--- src/rtl/buzzer_sched.sv ---
// Shares one PWM buzzer among three beep requesters, fixed priority with index 0 highest.
// Request pulse to buzz_en high takes two edges; pulses merge while pending, a higher-priority pending request preempts.
module buzzer_sched #(
  parameter int unsigned MS_DIV = 50000,
  parameter logic [31:0] DUTY   = 32'h8000_0000
) (
  input  logic        clk,
  input  logic        rst,
  input  logic [2:0]  req,
  input  logic [95:0] req_step,
  input  logic [11:0] req_beeps,
  input  logic [47:0] req_on_ms,
  input  logic [47:0] req_off_ms,
  output logic [31:0] period,
  output logic [31:0] duty,
  output logic        buzz_en,
  output logic        busy,
  output logic [2:0]  grant,
  output logic [2:0]  done
);

  localparam int unsigned DIV_W = (MS_DIV > 1) ? $clog2(MS_DIV) : 1;
  localparam logic [DIV_W-1:0] DIV_LAST = DIV_W'(MS_DIV - 1);

  typedef enum logic [1:0] {IDLE, ON, OFF} state_t;

  state_t           state, state_nxt;
  logic [2:0]       pending;
  logic [31:0]      step_q;
  logic [3:0]       beeps_q;
  logic [15:0]      on_q, off_q;
  logic [DIV_W-1:0] div_cnt;
  logic [15:0]      ms_cnt;

  logic [1:0]  sel_idx;
  logic [2:0]  sel_oh;
  logic [3:0]  sel_beeps;
  logic [15:0] sel_on, phase_ms;
  logic        take, preempt, expire, last_beep;

  logic [31:0] period_nxt, duty_nxt;
  logic        buzz_nxt, busy_nxt;
  logic [2:0]  grant_nxt, done_nxt;

  always_comb begin
    sel_idx = 2'd0;
    if (!pending[0] && pending[1]) sel_idx = 2'd1;
    else if (!pending[0] && !pending[1]) sel_idx = 2'd2;
  end

  assign sel_oh    = pending & (~pending + 3'd1);
  assign sel_beeps = req_beeps[{sel_idx, 2'd0} +: 4];
  assign sel_on    = req_on_ms[{sel_idx, 4'd0} +: 16];
  assign take      = (state == IDLE) && (pending != 3'd0);
  // grant - 1 masks every index with higher priority than the owner
  assign preempt   = (state != IDLE) && ((pending & (grant - 3'd1)) != 3'd0);
  assign phase_ms  = (state == ON) ? on_q : off_q;
  assign expire    = (state != IDLE) && (div_cnt == DIV_LAST) && (ms_cnt == phase_ms - 16'd1);
  assign last_beep = (beeps_q == 4'd1);

  always_ff @(posedge clk or posedge rst) begin
    if (rst) state <= IDLE;
    else     state <= state_nxt;
  end

  always_comb begin
    state_nxt = state;
    case (state)
      IDLE: if (take) state_nxt = ON;
      ON: begin
        if (preempt) state_nxt = IDLE;
        else if (expire) begin
          if (last_beep)              state_nxt = IDLE;
          else if (off_q == 16'd0)    state_nxt = ON;
          else                        state_nxt = OFF;
        end
      end
      OFF: begin
        if (preempt)     state_nxt = IDLE;
        else if (expire) state_nxt = ON;
      end
      default: state_nxt = IDLE;
    endcase
  end

  always_comb begin
    period_nxt = 32'd0;
    duty_nxt   = 32'd0;
    buzz_nxt   = 1'b0;
    busy_nxt   = 1'b0;
    grant_nxt  = 3'd0;
    done_nxt   = 3'd0;
    if (state_nxt != IDLE) begin
      busy_nxt  = 1'b1;
      grant_nxt = take ? sel_oh : grant;
    end
    if (state_nxt == ON) begin
      buzz_nxt   = 1'b1;
      duty_nxt   = DUTY;
      period_nxt = take ? req_step[{sel_idx, 5'd0} +: 32] : step_q;
    end
    if ((state == ON) && expire && last_beep && !preempt) done_nxt = grant;
  end

  always_ff @(posedge clk or posedge rst) begin
    if (rst) begin
      period  <= 32'd0;
      duty    <= 32'd0;
      buzz_en <= 1'b0;
      busy    <= 1'b0;
      grant   <= 3'd0;
      done    <= 3'd0;
    end else begin
      period  <= period_nxt;
      duty    <= duty_nxt;
      buzz_en <= buzz_nxt;
      busy    <= busy_nxt;
      grant   <= grant_nxt;
      done    <= done_nxt;
    end
  end

  always_ff @(posedge clk or posedge rst) begin
    if (rst) begin
      pending <= 3'd0;
      step_q  <= 32'd0;
      beeps_q <= 4'd0;
      on_q    <= 16'd0;
      off_q   <= 16'd0;
      div_cnt <= '0;
      ms_cnt  <= 16'd0;
    end else begin
      // a request arriving in its own grant cycle re-queues: set wins over clear
      pending <= (pending & ~(take ? sel_oh : 3'd0)) | req;
      if (take) begin
        step_q  <= req_step[{sel_idx, 5'd0} +: 32];
        beeps_q <= (sel_beeps == 4'd0) ? 4'd1 : sel_beeps;
        on_q    <= (sel_on == 16'd0) ? 16'd1 : sel_on;
        off_q   <= req_off_ms[{sel_idx, 4'd0} +: 16];
      end else if ((state == ON) && expire && !last_beep && !preempt) begin
        beeps_q <= beeps_q - 4'd1;
      end
      if (take || preempt || expire || (state == IDLE)) begin
        div_cnt <= '0;
        ms_cnt  <= 16'd0;
      end else if (div_cnt == DIV_LAST) begin
        div_cnt <= '0;
        ms_cnt  <= ms_cnt + 16'd1;
      end else begin
        div_cnt <= div_cnt + 1'b1;
      end
    end
  end

endmodule

--- config.mk ---
export PLATFORM = sky130hd
export DESIGN_NAME = buzzer_sched
export DESIGN_NICKNAME = d
export VERILOG_FILES = /design/src/rtl/buzzer_sched.sv
export SDC_FILE = /design/constraint.sdc
export NUM_CORES = 1
export LEC_CHECK = 0
export ABC_AREA = 1
export BUFFER_PORTS_ARGS = -buffer_cell sky130_fd_sc_hd__buf_4
export CAP_MARGIN = 0
export CORE_ASPECT_RATIO = 2
export CORE_UTILIZATION = 30
export DETAILED_ROUTE_END_ITERATION = 8
export PLACE_DENSITY = 0.52
export SLEW_MARGIN = 30
export SYNTH_ARGS = -nofsm -noshare
export SYNTH_HDL_FRONTEND = slang
export SYNTH_SLANG_ARGS = --single-unit
--- constraint.sdc ---
create_clock -name clk -period 7 [get_ports clk]
set_clock_uncertainty 0.2 [all_clocks]
set_input_delay 2.1 -clock clk [delete_from_list [all_inputs] [get_ports clk]]
set_output_delay 2.1 -clock clk [all_outputs]
set_load 0.005 [all_outputs]
Word level (Yosys, flattened, before mapping)
Index checks and enable logic that the tools add are counted. Widths: inputs -> output; s select.

Register bits: 177. Output and inout port bits: 72. Word-level logic and storage cells: 93. Input bits: 209.

Shifts and indexed selects: 4. Muxes and demuxes: 28. Bitwise operators: 6. Reductions and logical operators: 28. Equal/unequal tests: 7. Add/sub/neg operators: 6.

Operators by type and width (number): $mux 16 (6); $mux 32 (3); $shiftx 48x7->16 (2); $shiftx 96x8->32 (1); $add 16x1->16 const B (2); $logic_not 16->1 (2); $mux 2 (9); $eq 16x16->1 (1); $eq 16x16->1 const B (1); $sub 16x1->16 const B (1); $mux 3 (4); $mux 4 (3); $shiftx 12x5->4 (1); $logic_and 1x1->1 (11); $and 3x3->3 (3); $reduce_bool 2->1 (4); $not 3->3 (2); $pmux 2 s3 (1); $reduce_bool 3->1 (2); $eq 2x1->1 const B (2); $eq 4x1->1 const B (1); $logic_not 1->1 (4); $logic_not 4->1 (1); $sub 4x1->4 const B (1); other kinds (8) (11).

Depth between registers and ports, before layout
Gate-level depths: netlist (run 1).

Depth after elaboration: 10. Mapped depth: 22. Mapped depth without buffers: 20.

Worst setup path after synthesis (run 1)
Ideal clock, no wire load.

Path kind: in2reg. Start: in req_beeps[1]. End: reg beeps_q[0]. Data required time: 6.717 ns. Data arrival time: 2.829 ns. Stages on the path: 7. Library setup time: 0.083 ns. Path buffers: 0. Slack: 3.888 ns. Cells stage by stage: a22oi_1 -> nand2_1 -> nor3_1 -> a221oi_1 -> a22oi_1 -> nand2_1 -> o21ai_0.

Cells in the longest elaborated chain, start to end: 4.

Ends and longest elaborated chain: start: declaration (line 11) `input logic [11:0] req_beeps,`; $shiftx 12x5->4 (line 52) `assign sel_beeps = req_beeps[{sel_idx, 2'd0} +: 4];`; $logic_not 4->1 (line 137) `beeps_q <= (sel_beeps == 4'd0) ? 4'd1 : sel_beeps;`; $mux 4 (line 137); $mux 4 (line 135) `if (take) begin`; end signal: assignment (line 137); end signal: assignment (line 141) `beeps_q <= beeps_q - 4'd1;`; end: declaration (line 30) `logic [3:0] beeps_q;`.

No other way between the ends. A chain may end at the register's enable or synchronous reset.

Worst setup path after layout (run 1)
Start: reg state[0]. End: reg period[31].

Cells in the longest elaborated chain, start to end: 10. Elaborated cells on any way between the ends: 20. Classes of those cells: add/sub (1); eq/ne (4); mux (9); reduce/logical (6).

Ends and longest elaborated chain: start: declaration (line 27) `state_t state, state_nxt;`; start signal: assignment (line 63) `else state <= state_nxt;`; $eq 2x1->1 (line 57, 68); $mux 16 (line 57) `assign phase_ms = (state == ON) ? on_q : off_q;`; $sub 16x1->16 (line 58) `assign expire = (state != IDLE) && (div_cnt == DIV_LAST) && (ms_cnt == phase_ms - 16'd1);`; $eq 16x16->1 (line 58); $logic_and 1x1->1 (line 58); $mux 2 (on tied branches) (line 80, 72); $mux 2 (on tied branches) (line 79, 71); $pmux 2 s3 * (line 68) `case (state)`; via state_nxt[0] (line 27); $eq 2x1->1 * (line 97) `if (state_nxt == ON) begin`; $mux 32 * (line 97); via period_nxt[31] (line 41) `logic [31:0] period_nxt, duty_nxt;`; end signal: assignment (line 114) `period <= period_nxt;`; end: declaration (line 14) `output logic [31:0] period,`.

The timed path passes the listed nets; every way through them passes the cells marked *.

==> impl_metrics.ini, run 1 <==
[critical_path]
cp_max_fo = 36
critPathKind = reg2reg
cp.required_ns = 7.10
critPathLaunchType = register
worstPathArrival_ns = 3.93
crit_path_end_kind = register

[yosys]
async_flop_share_pct = 100
synth_top_family_by_area = simple AND/OR/NAND/NOR gates
synth_mux_area_share_pct = 0
yosys.area_share.simple_pct = 33.7
syn_area_per_cell_um2 = 7.35
synth-edff-count = 0
ys_seq_elements = 145
yosys.area_share.adder_pct = 0.861
syn-cell-area_mm2 = 0.00872
yosys.cell_types.count = 46
yosys.area_share.xor_xnor_pct = 2.11
synth_compound_area_share_pct = 9.23
synth_warnings = 0
netlist_instances = 1186
synth.top_cell.area_share_pct = 41.6
yosysTopAreaCell = dfrtp_1
synthFlopType = dfrtp_1
ys_seq_area_share_pct = 41.6
yosys-top-cells-area = dfrtp_1 42%, nand2_1 16%, inv_1 6.4%

[cells_and_area]
fin_cells = 1785
nNetsFinal = 1626
area_growth_pct = 29.8
layout_commonest_cell = nand2_1
drive_gt1_share_pct = 24.6
n_fill_cell = 3069
finish.utilization_pct = 39.4
stdcell_area_mm2 = 0.0113
layout_common_cells = 379 x nand2_1, 255 x buf_4, 147 x inv_1

[floorplan]
die_h_um = 243
io_pins = 281
initial_core_util_pct = 30.3
die_w_um = 123
dieArea_mm2 = 0.0298
num_rows = 88
core-area_mm2 = 0.0287

[power]
power_frac_seq_pct = 43.2
total_power_mw = 2.04
switchingPower_mw = 0.509
power_frac_comb_pct = 11.6
p_sw_share_pct = 24.9
p_clk_share_pct = 45.2
cellInternalPower_mw = 1.53
leakage_nw = 5.73
ir_drop_v = 0.000163
power_density_mw_per_mm2 = 181

[clock_tree]
clock_latency_ns = 0.44
cts_setup_buffers = 0
clockBufferDepth = 2
cts_made_buffers = 17
ctsResizeCount = 0
clock_sinks = 145
clkTransAtPathRegs_ns = 0.06
cts_tree = built
holdBufCountCts = 0
cts_root_buf = clkbuf_16
htreeDepth = 4

[global_route]
grt-ovfl-total = 0
antenna_found_initial = 1
grt_pass1_wl_um = 43300
grt.total_usage_pct = 19.3
grt_max_degree = 99
grt_pass1_vias = 8391

[timing]
grt_setup_unrepaired = no
max_freq_ghz = 0.261
hold_violations = 0
min_period_over_period_pct = 54.8
slew_viol_final = 0
fin_crit_ns = 3.84
holdWs_ns = 0.261
finalSetupViolCount = 0
tns_ns = 0
setup_slack_ns = 3.16
worstMarginPinSlew_ns = 0.904
slew-limit-headroom_pct = 39.6

[detailed_routing]
final_antenna_net_count = 0
via_per_inst = 4.56
first_pass_iters = 4
wl_per_cell_um = 15.1
drtIter0Drc = 319
vias = 8146
drc = 0
wirelength_um = 26900

[hold_path]
hold_path.class = reg2reg

[placement]
dp.cells = 1752
place_ws_ns = 3.13
io_buffers = 249
placed_area_mm2 = 0.0107
gp_routability_congestion = 0.882
dp_hpwl_um = 20800

[job]
cap_violations = 0

[run_status]
outcome = completed
[worst max-delay path: stages (launching register included)]
cell and delay [ns]:
dfrtp_1 0.74, nand2_4 0.35, nand2_1 0.17, nand2_1 0.12, ha_1 0.33, xnor2_1 0.13
nor2_1 0.09, nand3_1 0.08, nor2_1 0.11, nand3_1 0.08, nor2_1 0.10, nand2_1 0.06
nor2_2 0.17, nand3_1 0.12, nand3_2 0.12, nand2_4 0.07, inv_6 0.44, nor2_1 0.10
[cell usage after synthesis, types with 2 or more instances]
cell      number
nand2_1      379
inv_1        148
dfrtp_1      145
nor2_1       100
nand3_1       74
o21ai_0       56
buf_4         34
clkbuf_1      29
a22oi_1       25
nor2_4        25
a21oi_1       19
xor2_1        16
a31oi_1       12
nor3_1        12
nand2_2       11
nor2_2        11
nand4_1       10
nor3b_1       10
buf_1          7
a41oi_1        6
ha_1           6
nor4_1         6
o21bai_1       5
xnor2_1        5
nand2_4        4
nand3b_1       4
buf_12         3
buf_6          3
buf_2          2
nand3_2        2
o21ai_1        2
[path summary, 6_finish.rpt]
check	cells after the start	to	start	slack [ns]
min in group asynchronous	2	off_q[3]	rst	1.52
max in group asynchronous	3	step_q[21]	rst	3.96
min reg2reg	1	div_cnt[0]	div_cnt[0]	0.26
max reg2reg	17	period[31]	state[0]	3.16
min	1	div_cnt[0]	div_cnt[0]	0.26
max	17	period[31]	state[0]	3.16
[final cells by class]
type                       instances  area (um^2)  area share (%)
sequential                       145         3630            32.1
tap                              360          450            3.98
clock inverter                    14          155            1.37
timing repair buffer             255         1910            16.9
clock buffer                      18          439            3.88
antenna                            1         2.50          0.0221
multi-input combinational        840         4140            36.6
inverter                         152          586            5.17
[state kept, by name, summed over array words and instances, names as in the netlist]
name / cells
busy: 1
on_q: 16
div_cnt: 16
beeps_q: 4
duty: 1
ms_cnt: 16
period: 32
pending: 3
step_q: 32
state: 2
off_q: 16
done: 3
grant: 3
[per-layer routing]
| layer | share of wire (%) | vias to the layer above | GRT usage [%] | wire (um) |
|---|---|---|---|---|
| met5 | 0 | - | 0 | 0 |
| met4 | 4.6 | 0 | 10.1 | 1240 |
| met3 | 4.0 | 54 | 4.04 | 1070 |
| met2 | 55 | 243 | 35.9 | 14900 |
| met1 | 36 | 3744 | 19.5 | 9720 |
| li1 | - | 4105 | - | - |
[cell families after synthesis]
group	after synthesis
fa+ha+maj	6
simple gates	649
buf+inv	231
other cells	1
flops	145
compound gates	133
xor+xnor	21
[power by group through the flow]
stage | sequential, mW | combinational [mW] | clock (mW)
6_report | 0.882 | 0.238 | 0.923
5_1_grt | 0.885 | 0.269 | 0.983
4_1_cts | 0.883 | 0.243 | 0.957
3_5_place_dp | 0.898 | 0.242 | 0
3_3_place_gp | 0.897 | 0.241 | 0
2_1_floorplan | 0.894 | 0.118 | 0
Note: power is estimated with default switching activity, not from simulation.
==> run 2: changes to the inputs <==
PLACE_DENSITY = 0.54   (was 0.52)
clock period = 3.34 ns   (was 7 ns; I/O delays follow)
==> run 2 against run 1 <==
Net effect: critical path depth increased by 2; global-route usage increased by 0.29 points; clock power increased by 130%; worst hold slack improved by 0.010 ns; critical endpoint is now period[1]; highest routed layer unchanged; die area unchanged; combinational power increased by 110%; first-iteration DRC count decreased by 8.8%; sequential cell count unchanged; critical path type unchanged; clock-buffer cell count unchanged; sequential power increased by 110%; fmax increased by 24%; cell area increased by 2.3%.
==> impl_metrics.ini, run 2 (synthesized netlist as in run 1, its figures left out) <==
[clock_tree]
ctsResizeCount = 0
cts_setup_buffers = 0
cts_tree = built
clock_sinks = 145
holdBufCountCts = 0
clock_latency_ns = 0.44
cts_made_buffers = 17
htreeDepth = 4
clkTransAtPathRegs_ns = 0.06
clockBufferDepth = 2
cts_root_buf = clkbuf_16

[cells_and_area]
layout_commonest_cell = nand2_1
drive_gt1_share_pct = 25.9
nNetsFinal = 1643
layout_common_cells = 378 x nand2_1, 266 x buf_4, 147 x inv_1
fin_cells = 1802
top_regs = period (32), step_q (32)
area_growth_pct = 32.7

[power]
ir_drop_v = 0.000367
power_density_mw_per_mm2 = 383
leakage_nw = 5.86

[critical_path]
cp_slowest_cell = dfrtp_2
slowest_delay_ns = 0.44
cp.required_ns = 3.50
crit_path_end_kind = register
critPathKind = reg2reg
cp_max_fo = 18
crit_top_cell = nand2_1
worstPathArrival_ns = 3.26
critPathLaunchType = register
cp_cell_sequence = clkinv_4 > nand2_4 > buf_4 > nand2_1 > o21ai_0 > nor2_2 > nand2_1 > nor2_2 > nand3_1 > nand2_1 > nand3_1 > nor2_2 > nand2_2 > nand2_1 > nand3_2 > nand2_4 > inv_6 > buf_12 > nor2_1

[detailed_routing]
wl_per_cell_um = 15.2
drtIter0Drc = 291
final_antenna_net_count = 0
vias = 8260
wirelength_um = 27300
first_pass_iters = 6
drc = 0
via_per_inst = 4.58

[timing]
fin_crit_ns = 3.09
worstMarginPinSlew_ns = 0.617
setup_slack_ns = 0.248
tns_ns = 0
grt_setup_unrepaired = no
holdWs_ns = 0.271
max_freq_ghz = 0.323
hold_violations = 0
slew-limit-headroom_pct = 58.8
min_period_over_period_pct = 92.6
slew_viol_final = 0
finalSetupViolCount = 0

[floorplan]
core-area_mm2 = 0.0287
io_pins = 281
die_w_um = 123
die_h_um = 243
initial_core_util_pct = 30.3
dieArea_mm2 = 0.0298
num_rows = 88

[placement]
gp_routability_congestion = 0.898
io_buffers = 249
dp.cells = 1769
place_ws_ns = 0.118
dp_hpwl_um = 21400

[global_route]
antenna_found_initial = 1
grt_max_degree = 117
grt-ovfl-total = 0
grt_pass1_vias = 8449
grt.total_usage_pct = 19.6
grt_pass1_wl_um = 43700

[run_status]
outcome = completed

[hold_path]
hold_path.class = reg2reg

[job]
cap_violations = 0
## run 2: changes by cell type in the layout (fill, tap and decap cells not counted)
cell and delta:
dfrtp_2 +2, inv_8 -1, nor2_2 +3, buf_4 +11, bufinv_16 +2, clkinv_4 +1
buf_12 +6, inv_4 -1, dfrtp_1 -2, clkinvlp_4 -1, nand2_1 -1, nand2_2 +1
nor2_1 -3
## run 2: cell type report
| type | count | area, um^2 |
|---|---|---|
| Fill cell | 3005 | 17200 |
| Multi-Input combinational cell | 840 | 4150 |
| Sequential cell | 145 | 3630 |
| Timing Repair Buffer | 272 | 2120 |
| Inverter | 152 | 584 |
| Tap cell | 360 | 450 |
| Clock buffer | 18 | 439 |
| Clock inverter | 14 | 200 |
| Antenna cell | 1 | 2.50 |
## run 2: final timing paths
| path | from | end | slack (ns) | cells after the start |
|---|---|---|---|---|
| min in group asynchronous | rst | off_q[4] | 0.45 | 3 |
| hold / removal | div_cnt[0] | div_cnt[0] | 0.27 | 1 |
| hold reg to reg | div_cnt[0] | div_cnt[0] | 0.27 | 1 |
| max in group asynchronous | rst | state[1] | 1.98 | 3 |
| setup / recovery | state[1] | period[1] | 0.25 | 19 |
| setup reg to reg | state[1] | period[1] | 0.25 | 19 |
## run 2: stage by stage
stage / total power, mW / instance area (um^2) / util [%]
after floorplan: 2.12 / 8840 / -
after global placement: 2.39 / 10900 / 38.0
after detailed placement: 2.39 / 10900 / 38.0
after CTS: 4.51 / 11600 / 40.2
after global routing: 4.64 / 11600 / 40.3
final: 4.44 / 11600 / 40.3
## run 2: layer usage
layer  vias up  global-route usage (%)  routed length (um)
li1       4148                       -                   -
met1      3826                    19.7                9910
met2       227                    36.1               15100
met3        59                    4.14                 988
met4         0                    11.0                1270
met5         -                       0                   0
## run 2: critical path: cells and delay by family (launching register included)
kind,cells,cell delay (ns)
AOI/OAI and AO/OA,1,0.16
buffers and inverters,4,0.59
DFF,1,0.44
and+or+nand+nor,14,1.60
## run 2: where the power goes
group | internal [mW] | switching (mW) | total (mW)
clock | 1.28 | 0.800 | 2.08
sequential | 1.82 | 0.0327 | 1.85
combinational | 0.274 | 0.230 | 0.504
==> run 3: changes to the inputs <==
ABC_AREA = default   (was 1)
MAX_ROUTING_LAYER = met4   (was default)
==> run 3 against run 2 <==
Net effect: the flow now finishes with violations (setup timing); area after synthesis is 5.5% lower; core utilization is 2.2 points higher; via count is 12% lower; total power is 100% higher; cell area is 0.77% lower; worst hold slack worse by 0.028 ns; critical path depth is 7 lower; register-to-register slack worse by 0.37 ns; highest routed layer unchanged.
==> impl_metrics.ini, run 3 <==
[timing]
grt_setup_unrepaired = yes
setup_slack_ns = -0.117
max_freq_ghz = 0.289
finalSetupViolCount = 37
min_period_over_period_pct = 104
slew_viol_final = 0
holdWs_ns = 0.242
worstMarginPinSlew_ns = 0.647
hold_violations = 0
fin_crit_ns = 3.46
slew-limit-headroom_pct = 56.5

[hold_path]
hold_path.class = in2async

[cells_and_area]
drive_gt1_share_pct = 31.5
layout_common_cells = 297 x buf_4, 143 x dfrtp_1, 134 x nor2_1
top_regs = period (32), step_q (32)
n_antenna_cell = 0
layout_commonest_cell = buf_4
area_growth_pct = 39.3
nNetsFinal = 1400

[job]
cap_violations = 0

[power]
ir_drop_v = 0.000381
power_frac_seq_pct = 30.9
total_power_mw = 8.90
p_sw_share_pct = 37.6
p_clk_share_pct = 21.8
switchingPower_mw = 3.34
power_density_mw_per_mm2 = 775
power_frac_comb_pct = 47.2
cellInternalPower_mw = 5.55
leakage_nw = 5.68

[clock_tree]
clkTransAtPathRegs_ns = 0.06
clock_sinks = 145
htreeDepth = 4
clock_latency_ns = 0.44
clockBufferDepth = 2
cts_tree = built
holdBufCountCts = 0
cts_root_buf = clkbuf_16
cts_made_buffers = 17

[critical_path]
cp_max_fo = 5
critPathKind = reg2reg
critPathLaunchType = register
worstPathArrival_ns = 3.57
ff2ff_setup_slack_ns = -0.12
reg2reg_depth = 12
cp.required_ns = 3.45
crit_path_end = beeps_q[2]
critPathLaunch = state[1]
crit_path_end_kind = register
reg2reg_to = beeps_q[2]
worstReg2RegStart = state[1]

[yosys]
netlist_instances = 913
synth_mux_area_share_pct = 11.8
syn-cell-area_mm2 = 0.00824
yosys.area_share.simple_pct = 20.8
yosysTopAreaCell = dfrtp_1
yosys.area_share.xor_xnor_pct = 5.60
synth_top_family_by_area = simple AND/OR/NAND/NOR gates
syn_area_per_cell_um2 = 9.03
synth_warnings = 0
yosys.area_share.adder_pct = 0.911
synthFlopType = dfrtp_1
synth.top_cell.area_share_pct = 44.0
yosys-top-cells-count = 145 x dfrtp_1, 134 x nor2_1, 92 x mux2i_1
synth_compound_area_share_pct = 10.5
async_flop_share_pct = 100
ys_seq_elements = 145
synth-edff-count = 0
yosysMostFrequentCell = dfrtp_1
yosys.cell_types.count = 55
yosys-top-cells-area = dfrtp_1 44%, mux2i_1 11%, nor2_1 6.1%
ys_seq_area_share_pct = 44.0

[global_route]
grt_pass1_wl_um = 38300
grt-ovfl-total = 0
grt.total_usage_pct = 18.6
grt_pass1_vias = 7466
met2_usage_pct = 35.6
grt_use_met1_pct = 16.8
antenna_found_initial = 0
grt_busiest_layer = met2
grt_util_met3_pct = 4.38
grt_max_degree = 129

[detailed_routing]
via_per_inst = 4.69
wirelength_um = 24500
wl_per_cell_um = 15.9
vias = 7245
drc = 0
drtIter0Drc = 194
final_antenna_net_count = 0
first_pass_iters = 4

[floorplan]
die_w_um = 119
io_pins = 281
core-area_mm2 = 0.0270
num_rows = 85
dieArea_mm2 = 0.0282
initial_core_util_pct = 30.5
die_h_um = 236

[placement]
gp_routability_congestion = 0.869
io_buffers = 249
dp_hpwl_um = 19700
place_ws_ns = -0.205

[run_status]
outcome = complete, but fails checks
failed_checks = setup timing
[run 3: how the worst min path moves through the flow]
stage / from / end / slack, ns / depth (start not counted)
after global routing: rst / off_q[7] / 0.23 / 2
after CTS: rst / off_q[7] / 0.22 / 2
after global placement: div_cnt[0] / div_cnt[0] / 0.24 / 1
final: rst / off_q[7] / 0.24 / 2
after floorplan: div_cnt[0] / div_cnt[0] / 0.23 / 1
after detailed placement: div_cnt[0] / div_cnt[0] / 0.26 / 1
[run 3: repair_timing]
action	CTS	global route
gates resized for setup	13	17
setup endpoints to repair	63	76
setup buffers	4	1
pin swaps	2	11
[run 3: final cells by class]
class                   instances  area, um^2
clock buffers                  22         484
clock inverters                10         125
fillers                      2746       15500
inverters                      14        56.3
multi-input cells             701        4380
flip-flops and latches        145        3640
well taps                     348         435
repair buffers                306        2370
[run 3: logic make-up (layout without fill, tap and decap cells)]
kind of cell | count (synthesis) | in the layout
buf+inv | 97 | 352
xor+xnor | 51 | 51
fa+ha+maj | 6 | 6
mux | 96 | 96
flops | 145 | 145
other cells | 1 | 31
simple gates | 355 | 355
compound gates | 162 | 162
[run 3: per-layer routing]
| layer | vias to the layer above | part of all wire (%) | wire [um] |
|---|---|---|---|
| li1 | 3609 | - | - |
| met1 | 3359 | 34 | 8260 |
| met2 | 229 | 58 | 14300 |
| met3 | 48 | 4.5 | 1100 |
| met4 | 0 | 3.6 | 895 |
| met5 | - | 0 | 0 |
[run 3: critical path, stage by stage (launching register included)]
cell,delay [ns]
dfrtp_1,0.42
nor2b_4,0.21
buf_6,0.14
buf_4,0.10
mux2_4,0.30
and4_4,0.22
or3_4,0.39
nand2_2,0.08
or4b_4,0.51
nor4_2,0.40
buf_4,0.18
xnor2_1,0.10
mux2i_1,0.09
[run 3: through the flow]
step | setup TNS [ns] | std cells | utilization [%] | instance area (um^2)
after global placement | -0.845 | 1509 | 39.6 | 10700
after floorplan | 0 | 943 | - | 8380
after CTS | -0.663 | 1545 | 42.2 | 11400
after detailed placement | -3.12 | 1509 | 39.6 | 10700
final | -2.73 | 1546 | 42.5 | 11500
after global routing | -7.69 | 1546 | 42.5 | 11500
[run 3: power groups by stage]
stage | sequential (mW) | combinational (mW) | clock [mW]
CTS | 2.76 | 4.11 | 1.98
floorplan | 2.62 | 2.59 | 0
global route | 2.83 | 4.66 | 2.06
detailed placement | 2.78 | 4.00 | 0
global placement | 2.77 | 3.96 | 0
finish | 2.75 | 4.20 | 1.94
